===== config.mk =====
export PLATFORM = sky130hd
export DESIGN_NAME = lsu_mem_ctrl
export DESIGN_NICKNAME = d
export VERILOG_FILES = /design/src/rtl/lsu_mem_ctrl.sv
export SDC_FILE = /design/constraint.sdc
export NUM_CORES = 1
export LEC_CHECK = 0
export CAP_MARGIN = 20
export CORE_ASPECT_RATIO = 0.8
export CORE_MARGIN = 5
export CORE_UTILIZATION = 47
export DETAILED_ROUTE_END_ITERATION = 10
export GPL_TIMING_DRIVEN = 1
export PLACE_DENSITY_LB_ADDON = 0.1
export SLEW_MARGIN = 15
export SYNTH_ARGS = -nofsm -noshare
export SYNTH_HDL_FRONTEND = slang
export SYNTH_SLANG_ARGS = --single-unit

===== constraint.sdc =====
create_clock -name clk -period 3.5 [get_ports clk]
set_clock_uncertainty 0.15 [all_clocks]
set_input_delay 0.525 -clock clk [delete_from_list [all_inputs] [get_ports clk]]
set_output_delay 0.525 -clock clk [all_outputs]
set_load 0.02 [all_outputs]

===== src/rtl/lsu_mem_ctrl.sv =====
// lsu_mem_ctrl: byte-addressed load/store initiator for a word-addressed data memory.
// Optional build macro LSU_ERR_STICKY_EN adds err_sticky / err_addr error capture.
module lsu_mem_ctrl #(
    parameter int ADDR_WIDTH = 8
) (
    input  logic        clk,
    input  logic        reset,
    input  logic        req_valid,
    output logic        req_ready,
    input  logic        req_we,
    input  logic [1:0]  req_size,
    input  logic        req_signed,
    input  logic [31:0] req_addr,
    input  logic [31:0] req_wdata,
    output logic        resp_valid,
    output logic [31:0] resp_rdata,
    output logic        resp_err,
    output logic [31:0] mem_address,
    output logic [31:0] write_data,
    output logic        MemRead,
    output logic        MemWrite,
`ifdef LSU_ERR_STICKY_EN
    output logic        err_sticky,
    output logic [31:0] err_addr,
`endif
    input  logic [31:0] read_data
);

    localparam logic [1:0] SZ_B = 2'b00;
    localparam logic [1:0] SZ_H = 2'b01;
    localparam logic [1:0] SZ_W = 2'b10;
    localparam logic [1:0] SZ_R = 2'b11;

    typedef enum logic [2:0] {
        S_IDLE,
        S_RD,
        S_RMW_RD,
        S_WR,
        S_RESP
    } state_t;

    state_t state_q, state_d;

    logic        accept;
    logic        req_err;
    logic [1:0]  lane_q;
    logic [1:0]  size_q;
    logic        signed_q;
    logic [15:0] wdata_q;
    logic        err_q;
    logic [31:0] maddr_q;
    logic [31:0] wr_data_q;
    logic [31:0] rdata_q;
    logic [7:0]  byte_sel;
    logic [15:0] half_sel;
    logic [31:0] load_ext;
    logic [31:0] store_merge;

    assign accept = (state_q == S_IDLE) & req_valid;

    // Classify the incoming request as misaligned, reserved or out of range
    always_comb begin
        req_err = 1'b0;
        unique case (req_size)
            SZ_B: req_err = 1'b0;
            SZ_H: req_err = req_addr[0];
            SZ_W: req_err = (req_addr[1:0] != 2'b00);
            SZ_R: req_err = 1'b1;
            default: req_err = 1'b1;
        endcase
        if (|req_addr[31:ADDR_WIDTH+2]) begin
            req_err = 1'b1;
        end
    end

    // Select the addressed lane of the read word and extend it
    always_comb begin
        byte_sel = 8'(read_data >> {lane_q, 3'b000});
        half_sel = lane_q[1] ? read_data[31:16] : read_data[15:0];
        load_ext = read_data;
        unique case (size_q)
            SZ_B: load_ext = signed_q ? {{24{byte_sel[7]}}, byte_sel}
                                      : {24'h0, byte_sel};
            SZ_H: load_ext = signed_q ? {{16{half_sel[15]}}, half_sel}
                                      : {16'h0, half_sel};
            default: load_ext = read_data;
        endcase
    end

    // Merge the new byte/halfword into the old word for read-modify-write
    always_comb begin
        store_merge = read_data;
        unique case (size_q)
            SZ_B: store_merge[{lane_q, 3'b000} +: 8] = wdata_q[7:0];
            SZ_H: store_merge[{lane_q[1], 4'b0000} +: 16] = wdata_q;
            default: store_merge = read_data;
        endcase
    end

    // State register; reset drops MemWrite at once since it decodes state
    always_ff @(posedge clk or posedge reset) begin
        if (reset) begin
            state_q <= S_IDLE;
        end else begin
            state_q <= state_d;
        end
    end

    // Next-state logic
    always_comb begin
        state_d = state_q;
        unique case (state_q)
            S_IDLE: begin
                if (req_valid) begin
                    if (req_err) begin
                        state_d = S_RESP;
                    end else if (!req_we) begin
                        state_d = S_RD;
                    end else if (req_size == SZ_W) begin
                        state_d = S_WR;
                    end else begin
                        state_d = S_RMW_RD;
                    end
                end
            end
            S_RD:     state_d = S_RESP;
            S_RMW_RD: state_d = S_WR;
            S_WR:     state_d = S_RESP;
            S_RESP:   state_d = S_IDLE;
            default:  state_d = S_IDLE;
        endcase
    end

    // Output decode from the current state
    always_comb begin
        req_ready  = 1'b0;
        MemRead    = 1'b0;
        MemWrite   = 1'b0;
        resp_valid = 1'b0;
        unique case (state_q)
            S_IDLE:   req_ready  = 1'b1;
            S_RD:     MemRead    = 1'b1;
            S_RMW_RD: MemRead    = 1'b1;
            S_WR:     MemWrite   = 1'b1;
            S_RESP:   resp_valid = 1'b1;
            default:  req_ready  = 1'b0;
        endcase
        resp_err    = resp_valid & err_q;
        resp_rdata  = rdata_q;
        mem_address = maddr_q;
        write_data  = wr_data_q;
    end

    // Request capture, load result capture and store word build
    always_ff @(posedge clk or posedge reset) begin
        if (reset) begin
            lane_q    <= 2'b00;
            size_q    <= 2'b00;
            signed_q  <= 1'b0;
            wdata_q   <= 16'h0;
            err_q     <= 1'b0;
            maddr_q   <= 32'h0;
            wr_data_q <= 32'h0;
            rdata_q   <= 32'h0;
        end else begin
            if (accept) begin
                lane_q   <= req_addr[1:0];
                size_q   <= req_size;
                signed_q <= req_signed;
                wdata_q  <= req_wdata[15:0];
                err_q    <= req_err;
                maddr_q  <= {{(32-ADDR_WIDTH){1'b0}},
                             req_addr[ADDR_WIDTH+1:2]};
                rdata_q  <= 32'h0;
                if (req_we && (req_size == SZ_W) && !req_err) begin
                    wr_data_q <= req_wdata;
                end
            end
            if (state_q == S_RD) begin
                rdata_q <= load_ext;
            end
            if (state_q == S_RMW_RD) begin
                wr_data_q <= store_merge;
            end
        end
    end

`ifdef LSU_ERR_STICKY_EN
    logic        sticky_q;
    logic [31:0] err_addr_q;

    // Remember that an error happened and where the first one was
    always_ff @(posedge clk or posedge reset) begin
        if (reset) begin
            sticky_q   <= 1'b0;
            err_addr_q <= 32'h0;
        end else if (accept && req_err) begin
            sticky_q <= 1'b1;
            if (!sticky_q) begin
                err_addr_q <= req_addr;
            end
        end
    end

    assign err_sticky = sticky_q;
    assign err_addr   = err_addr_q;
`endif

endmodule


; Word-level counts from Yosys, hierarchy flattened
; Cells that the tools add are included.
[totals]
wordCells = 64
out_inout_bits = 101
regBits = 97
input_bits = 103
[classes]
shifts = 5
eq_ne = 9
n_addsub = 2
muxes = 23
bitwise = 2
n_reduce_logical = 14
[ops]
columns = op, n
row1 = $mux 32, 7
row2 = $pmux 32 s2, 2
row3 = $bwmux 32, 2
row4 = $shift 16x7->32 const A, 1
row5 = $shift 8x7->32 const A, 1
row6 = $shiftx 16x7->32, 1
row7 = $shiftx 8x7->32, 1
row8 = $shr 32x5->8, 1
row9 = $reduce_or 22->1, 1
row10 = $mux 16, 1
row11 = $neg 5->7, 2
row12 = $pmux 3 s3, 1
row13 = $reduce_bool 2->1, 4
row14 = $eq 3x2->1 const B, 2
row15 = $mux 1, 6
row16 = $mux 3, 2
row17 = $eq 2x1->1 const B, 2
row18 = $eq 2x2->1 const B, 2
row19 = $logic_not 2->1, 2
row20 = $pmux 1 s4, 1
row21 = $reduce_or 2->1, 2
row22 = $eq 3x1->1 const B, 1
row23 = $eq 3x3->1 const B, 1
row24 = $logic_not 3->1, 1
row25 = other kinds (6), 8

; Logic depth before layout (Yosys ltp)
; Gate-level depths: netlist of the first run.
[logic_depth]
word_depth = 8
depth_mapped = 9
mapped_depth_nobuf = 6

; Least setup slack after synthesis of the first run
; OpenSTA, ideal clock, no wires.
[synth_path]
path_kind = flip-flop to flip-flop
start = register lane_q[0]
end = register wr_data_q[0], in the netlist write_data[0]
arrival_ps = 2390
path_slack_ps = 873
n_path_buf = 2
required_ps = 3263
stages_incl_launch_ff = 9
period_less_slack_ps = 2627
path_cell_list = dfrtp_1 > buf_2 > buf_1 > inv_1 > ha_1 > or3b_2 > nor4b_1 > o31ai_1 > o211ai_1
[synth_via]
elab_chain_len = 5
word_cells_on_any_way = 6
[synth_rtl]
columns = element, line_no
row1 = start: declaration, 46  ; logic [1:0] lane_q;
row2 = start signal: assignment, 167  ; lane_q <= req_addr[1:0];
row3 = $neg 5->7 (*), 94  ; SZ_B: store_merge[{lane_q, 3'b000} +: 8] = wdata_q[7:0];
row4 = $shiftx 8x7->32 / $shift 8x7->32 (equally long branches), 94
row5 = $bwmux 32 (*), 94
row6 = $pmux 32 s2 (*), 93  ; unique case (size_q)
row7 = $mux 32 (*), 182  ; if (state_q == S_RMW_RD) begin
row8 = end signal: assignment, 176  ; wr_data_q <= req_wdata;
row9 = end signal: assignment, 183  ; wr_data_q <= store_merge;
row10 = end: declaration, 52  ; logic [31:0] wr_data_q;
; Mark *: on every way between the ends. The rest lies on a longest branch, timed or not.
; A chain may end at the register's enable or synchronous reset.

; Worst setup path in the final report of the first run
[layout_path]
start = register state_q[0]
end = output MemRead
[layout_via]
elab_chain_len = 3
word_cells_on_any_way = 4
[layout_rtl]
columns = element, line_no
row1 = start: declaration, 42  ; state_t state_q, state_d;
row2 = start signal: assignment, 105  ; state_q <= state_d;
row3 = $eq 3x1->1 / $eq 3x2->1 (equally long branches), 140  ; unique case (state_q)
row4 = $reduce_or 2->1 (no line) (*), --
row5 = $mux 1 (*), 140
row6 = end: declaration, 20  ; output logic MemRead,
; Marks and branches as above.

==> impl_metrics.tcl, run 1 <==
set metrics [dict create \
    dp.cells 966 \
    setup_viol 0 \
    placed_cell_area_um2 8120 \
    wl_met3_um 1940 \
    dp_hpwl_um 15300 \
    startpoint_type "register" \
    dieArea_um2 16000 \
    antenna_found_initial 0 \
    cts-buffers-inserted 9 \
    grt.total_usage 0.264 \
    hp-class "register to register" \
    crit-reg2reg-capture "resp_rdata[19]" \
    overflow 0 \
    status "finished, final reports clean" \
    period_share 0.835 \
    cts_tree "built" \
    critPathMaxStageDelay_ps 640 \
    io_buffers 179 \
    final_area_um2 8410 \
    die_x_um 140 \
    path_cells "or3b_1 -> nand2_1 -> clkdlybuf4s50_1" \
    worst_setup_path_end_kind "output pin" \
    p_leak_nw 3.28 \
    rsz0062_at_grt "false" \
    diodes 0 \
    powerDensity_nw_per_um2 358 \
    ant_nets 0 \
    pwr-share-seq 0.419 \
    critPathMaxFanout 8 \
    clock-sinks 97 \
    post_drt_wl_per_cell_um 21.8 \
    hold_violations 0 \
    synth-seq-cells 97 \
    drv_cap 0 \
    synthCells 663 \
    synth_fa_ha_area_frac 0.00985 \
    detail_route.vias_per_cell 6.33 \
    p_int_mw 2.02 \
    clockPowerShare 0.325 \
    synth_xor_area_frac 0 \
    final_nets 906 \
    yosysWarnings 0 \
    synthFlopType "dfrtp_1" \
    clkTransAtPathRegs_ps 70 \
    drive_above_1_share 0.107 \
    synth_edf_count 0 \
    htree_levels 3 \
    drt_iter0_markers 682 \
    grt_pass1_wl_um 33800 \
    holdPathStages 2 \
    routed_wl_um 21500 \
    slew_violations 0 \
    start_util 0.474 \
    max_freq_ghz 0.342 \
    async_reset_ff_frac 1.00 \
    max_slew_margin 0.297 \
    swShare 0.330 \
    m1WireLength_um 9500 \
    ios 204 \
    synth.avg_cell_area_um2 9.58 \
    clkLatencyLatePin_ps 360 \
    cp.arrival_ps 2250 \
    worstReg2RegStart "size_q[1]" \
    combPwrFrac 0.256 \
    synth_top_family_by_area "compound AO/OA/AOI/OAI gates" \
    synth_compound_area_frac 0.232 \
    yosys.area_share.simple 0.195 \
    hold_end "resp_rdata[2]" \
    switchingPower_uw 992 \
    muxShareOfSynthArea 0.0906 \
    post-route-min-period_ps 2920 \
    rr_worst_depth 3 \
    coreArea_um2 13400 \
    path_class "register to output pin" \
    cts_setup_buffers 0 \
    top_layer "met4" \
    drc 0 \
    area_growth_pct 32.5 \
    firstDrtPassIters 5 \
    p_total_mw 3.01 \
    fin_util 0.628 \
    gp_congestion 0.905 \
    synth.distinct_cells 56 \
    r2r_slack_ps 770 \
    grt_pass1_vias 6067 \
    final-instance-count-excl-fill 983 \
    synth_area_um2 6350 \
    ir_drop_v 0.000259 \
    fp-row-count 38 \
    cp.required_ps 2820 \
    met2_length_um 9680 \
    grt_max_degree 98 \
    worstMarginPinSlew_ps 1050 \
    hold_buffers 0 \
    cpMaxStageDelayCell "clkdlybuf4s50_1" \
    ctsResizeCount 0 \
    seq_area_frac_synth 0.382 \
    tns_ps 0 \
    fp.dieH_um 114 \
    min_from "resp_rdata[2]" \
    clock_path_buffers 2 \
    cts-root-buf "clkbuf_16" \
    via_count 6224 \
]
[per-stage QoR]
| step | setup WS, ps | hold WS, ps |
|---|---|---|
| floorplan | 291 | 337 |
| global placement | 637 | 326 |
| detailed placement | 530 | 343 |
| CTS | 562 | 357 |
| global route | 496 | 377 |
| finish | 578 | 348 |
[worst max-delay path: cells and delay by family, from the launching register on]
family        cells  cell delay (ps)
buf+inv           1              640
flops             1              530
simple gates      2              720
[power groups by stage]
| stage | logic, mW | clock network [mW] | registers [mW] |
|---|---|---|---|
| finish | 0.771 | 0.977 | 1.26 |
| global route | 0.829 | 1.04 | 1.27 |
| CTS | 0.760 | 0.995 | 1.26 |
| detailed placement | 0.756 | 0 | 1.28 |
| global placement | 0.742 | 0 | 1.28 |
| floorplan | 0.485 | 0 | 1.26 |
[sequential cells by signal (all words and copies together) (netlist names)]
| register | flops |
|---|---|
| state_q | 3 |
| err_q | 1 |
| size_q | 2 |
| wdata_q | 16 |
| resp_rdata | 32 |
| signed_q | 1 |
| lane_q | 2 |
| mem_address | 8 |
| write_data | 32 |
[routing by layer]
layer	track usage	up-vias
li1	-	2803
met1	0.389	3052
met2	0.398	340
met3	0.0583	29
met4	0.0671	0
met5	0	-
[Yosys cell counts (9+ instances only)]
master / n / area, um2
o22ai_1: 16 / 100
nor2_1: 16 / 60.1
dfrtp_1: 97 / 2430
inv_1: 20 / 75.1
nor3_1: 15 / 75.1
a221oi_1: 10 / 87.6
buf_4: 26 / 195
or4_1: 22 / 165
buf_2: 22 / 110
a311oi_1: 13 / 114
clkbuf_1: 46 / 173
a221o_1: 27 / 270
a22o_1: 9 / 78.8
nand3_1: 10 / 50.1
mux2_2: 28 / 315
a32oi_1: 15 / 131
nand4_1: 24 / 150
a21o_1: 9 / 67.6
o21ai_0: 23 / 115
and2_1: 11 / 68.8
o211ai_1: 22 / 165
nor2b_1: 18 / 113
a211oi_1: 9 / 67.6
nand2_1: 50 / 188
[worst max-delay path by stage]
| stage | start | to | slack [ps] | cells past startpoint |
|---|---|---|---|---|
| floorplan | reset | err_q | 290 | 1 |
| global placement | req_valid | resp_rdata[6] | 640 | 7 |
| detailed placement | req_valid | resp_rdata[4] | 530 | 7 |
| CTS | state_q[0] | MemRead | 560 | 3 |
| global route | state_q[0] | MemRead | 500 | 3 |
| finish | state_q[0] | MemRead | 580 | 3 |
[cells in the final DEF (no fill, tap or decap), types with 5 or more instances in the layout]
| cell | Yosys | final |
|---|---|---|
| nor3_1 | 15 | 15 |
| conb_1 | 1 | 24 |
| o22ai_1 | 16 | 16 |
| a311oi_1 | 13 | 13 |
| mux2_2 | 28 | 28 |
| clkdlybuf4s50_1 | 0 | 179 |
| inv_1 | 20 | 19 |
| a221oi_1 | 10 | 10 |
| clkbuf_16 | 0 | 9 |
| and3b_1 | 8 | 8 |
| a32oi_1 | 15 | 15 |
| buf_4 | 26 | 18 |
| a21o_1 | 9 | 9 |
| nor2b_1 | 18 | 18 |
| dfrtp_1 | 97 | 97 |
| a211oi_1 | 9 | 9 |
| nand4_1 | 24 | 24 |
| a22o_1 | 9 | 9 |
| o21ai_0 | 23 | 23 |
| and3_1 | 5 | 5 |
| nand2_1 | 50 | 50 |
| mux4_2 | 8 | 8 |
| nand3_1 | 10 | 10 |
| a31o_2 | 7 | 7 |
| a32o_1 | 5 | 5 |
| nor4b_1 | 7 | 7 |
| a221o_1 | 27 | 27 |
| nor4_1 | 7 | 7 |
| o211ai_1 | 22 | 22 |
| mux2i_1 | 8 | 8 |
| or4_1 | 22 | 22 |
| ha_1 | 5 | 5 |
| and2_1 | 11 | 11 |
| nor2_1 | 16 | 16 |
| a21oi_1 | 7 | 7 |
| o31ai_1 | 5 | 5 |
[area by class of cell]
cell class | count | area (um2)
Inverter | 20 | 76.3
Clock buffer | 9 | 225
Timing Repair Buffer | 198 | 1950
Clock inverter | 7 | 62.6
Fill cell | 1149 | 4990
Sequential cell | 97 | 2430
Multi-Input combinational cell | 472 | 3450
Tap cell | 180 | 225
[cell families (layout without fill, tap and decap cells)]
family	Yosys count	after routing
AO/OA/AOI/OAI	188	188
adder cells (fa/ha/maj)	5	5
buffers and inverters	117	234
flip-flops	97	97
multiplexers	44	44
other	1	24
AND/OR/NAND/NOR	211	211
No activity file was read; power rests on OpenSTA's default activity.
==> run 2: changes to the inputs <==
Clock period 3.5 ns to 2.89 ns, I/O delays scaled along.
==> run 2 against run 1 <==
  * Sequential power rose by 20%
  * Global-route usage up 0.19 points
  * Non-clock buffer count grew 11
  * Setup slack got worse by 490 ps
  * Critical path depth unchanged
  * Cell area is 1.2% higher
  * Clock power grew 16%
  * Largest power group unchanged
  * Highest routed layer unchanged
==> impl_metrics.tcl, run 2 (synthesis results as in run 1) <==
set metrics [dict create \
    worstMarginPinSlew_ps 899 \
    p_leak_nw 3.33 \
    powerDensity_nw_per_um2 424 \
    clkLatencyLatePin_ps 350 \
    grt_max_degree 98 \
    start_util 0.474 \
    overflow 0 \
    critPathMaxFanout 10 \
    slew_violations 0 \
    switchingPower_mw 1.15 \
    setup_ws_ps 90.1 \
    grt_pass1_vias 6060 \
    ir_drop_v 0.000344 \
    worst_setup_path_end_kind "output pin" \
    hold_buffers 0 \
    fin_util 0.635 \
    cts-buffers-inserted 9 \
    period_share 0.969 \
    fp.dieH_um 114 \
    max_freq_ghz 0.357 \
    grt.total_usage 0.266 \
    status "finished, final reports clean" \
    cts-root-buf "clkbuf_16" \
    clock-sinks 97 \
    min_from "resp_rdata[4]" \
    m1WireLength_um 9400 \
    detail_route.vias_per_cell 6.35 \
    hold_violations 0 \
    combPwrFrac 0.268 \
    drt_iter0_markers 766 \
    tns_ps 0 \
    final-instance-count-excl-fill 993 \
    top_layer "met4" \
    cts_setup_buffers 0 \
    crit_start "state_q[2]" \
    diodes 0 \
    num-fill-cells 1121 \
    fp-row-count 38 \
    worstReg2RegStart "lane_q[1]" \
    io_buffers 179 \
    ctsResizeCount 0 \
    htree_levels 3 \
    routed_wl_um 21700 \
    pwr-share-seq 0.419 \
    max_slew_margin 0.399 \
    wl_met3_um 1900 \
    antenna_found_initial 0 \
    firstDrtPassIters 5 \
    setup_viol 0 \
    gp_congestion 0.935 \
    final_nets 917 \
    die_x_um 140 \
    met2_length_um 10000 \
    post_drt_wl_per_cell_um 21.8 \
    swShare 0.318 \
    drc 0 \
    cp.arrival_ps 2220 \
    layout_common_cells "clkdlybuf4s50_1, dfrtp_1, nand2_1" \
    clockPowerShare 0.313 \
    ios 204 \
    p_int_mw 2.46 \
    grt_pass1_wl_um 34000 \
    p_total_mw 3.61 \
    ant_nets 0 \
    dp_hpwl_um 15600 \
    area_growth_pct 34.1 \
    final_common_cell "clkdlybuf4s50_1" \
    cts_tree "built" \
    path_class "register to output pin" \
    post-route-min-period_ps 2800 \
    dieArea_um2 16000 \
    via_count 6306 \
    startpoint_type "register" \
    cp.required_ps 2310 \
    drv_cap 0 \
    hp-class "register to register" \
    clock_path_buffers 2 \
    clkTransAtPathRegs_ps 70 \
    dpl_worst_slack_ps 341 \
    dp.cells 977 \
    coreArea_um2 13400 \
    drive_above_1_share 0.118 \
    rsz0062_at_grt "false" \
]
run 2: cell count changes in the layout (fill, tap and decap cells not counted):
cell	before	now
buf_12	1	4
buf_4	18	26
clkbuf_8	0	1
clkinv_2	2	3
clkinvlp_4	0	2
clkinv_4	3	0
inv_8	2	0
run 2: final timing paths:
kind / cells past startpoint / endpoint / slack [ps]
max in group asynchronous: 3 / resp_rdata[9] / 1730
min reg2reg: 2 / resp_rdata[4] / 350
max: 3 / MemRead / 90
min: 2 / resp_rdata[4] / 350
min in group asynchronous: 3 / resp_rdata[29] / 420
max reg2reg: 6 / write_data[3] / 450
run 2: worst max-delay path, stage by stage (launching register included):
cell and delay (ps):
dfrtp_1 510, or3b_2 500, nand2_1 200, clkdlybuf4s50_1 650
run 2: area by class of cell:
type	instances	area, um2	share of cell area
clock buffer	10	239	0.0281
clock inverter	5	31.3	0.00367
inverter	20	78.8	0.00925
multi-input combinational	472	3450	0.405
sequential	97	2430	0.285
tap	180	225	0.0264
timing repair buffer	209	2070	0.243
run 2: through the flow:
step                      hold WS (ps)  cell area, um2
after floorplan                    337            6440
after global placement             318            8240
after detailed placement           331            8240
after CTS                          345            8510
after global routing               378            8520
final                              347            8520
run 2: routing by layer:
layer,track usage,vias up
met1,0.385,3140
met4,0.0497,0
li1,-,2825
met5,0,-
met2,0.416,318
met3,0.0608,23
run 2: power groups by stage:
stage / Combinational [mW] / Clock, mW / Sequential (mW)
after floorplan: 0.587 / 0 / 1.52
after global placement: 0.937 / 0 / 1.53
after detailed placement: 0.951 / 0 / 1.54
after CTS: 0.956 / 1.15 / 1.51
after global routing: 1.04 / 1.21 / 1.52
final: 0.970 / 1.13 / 1.51
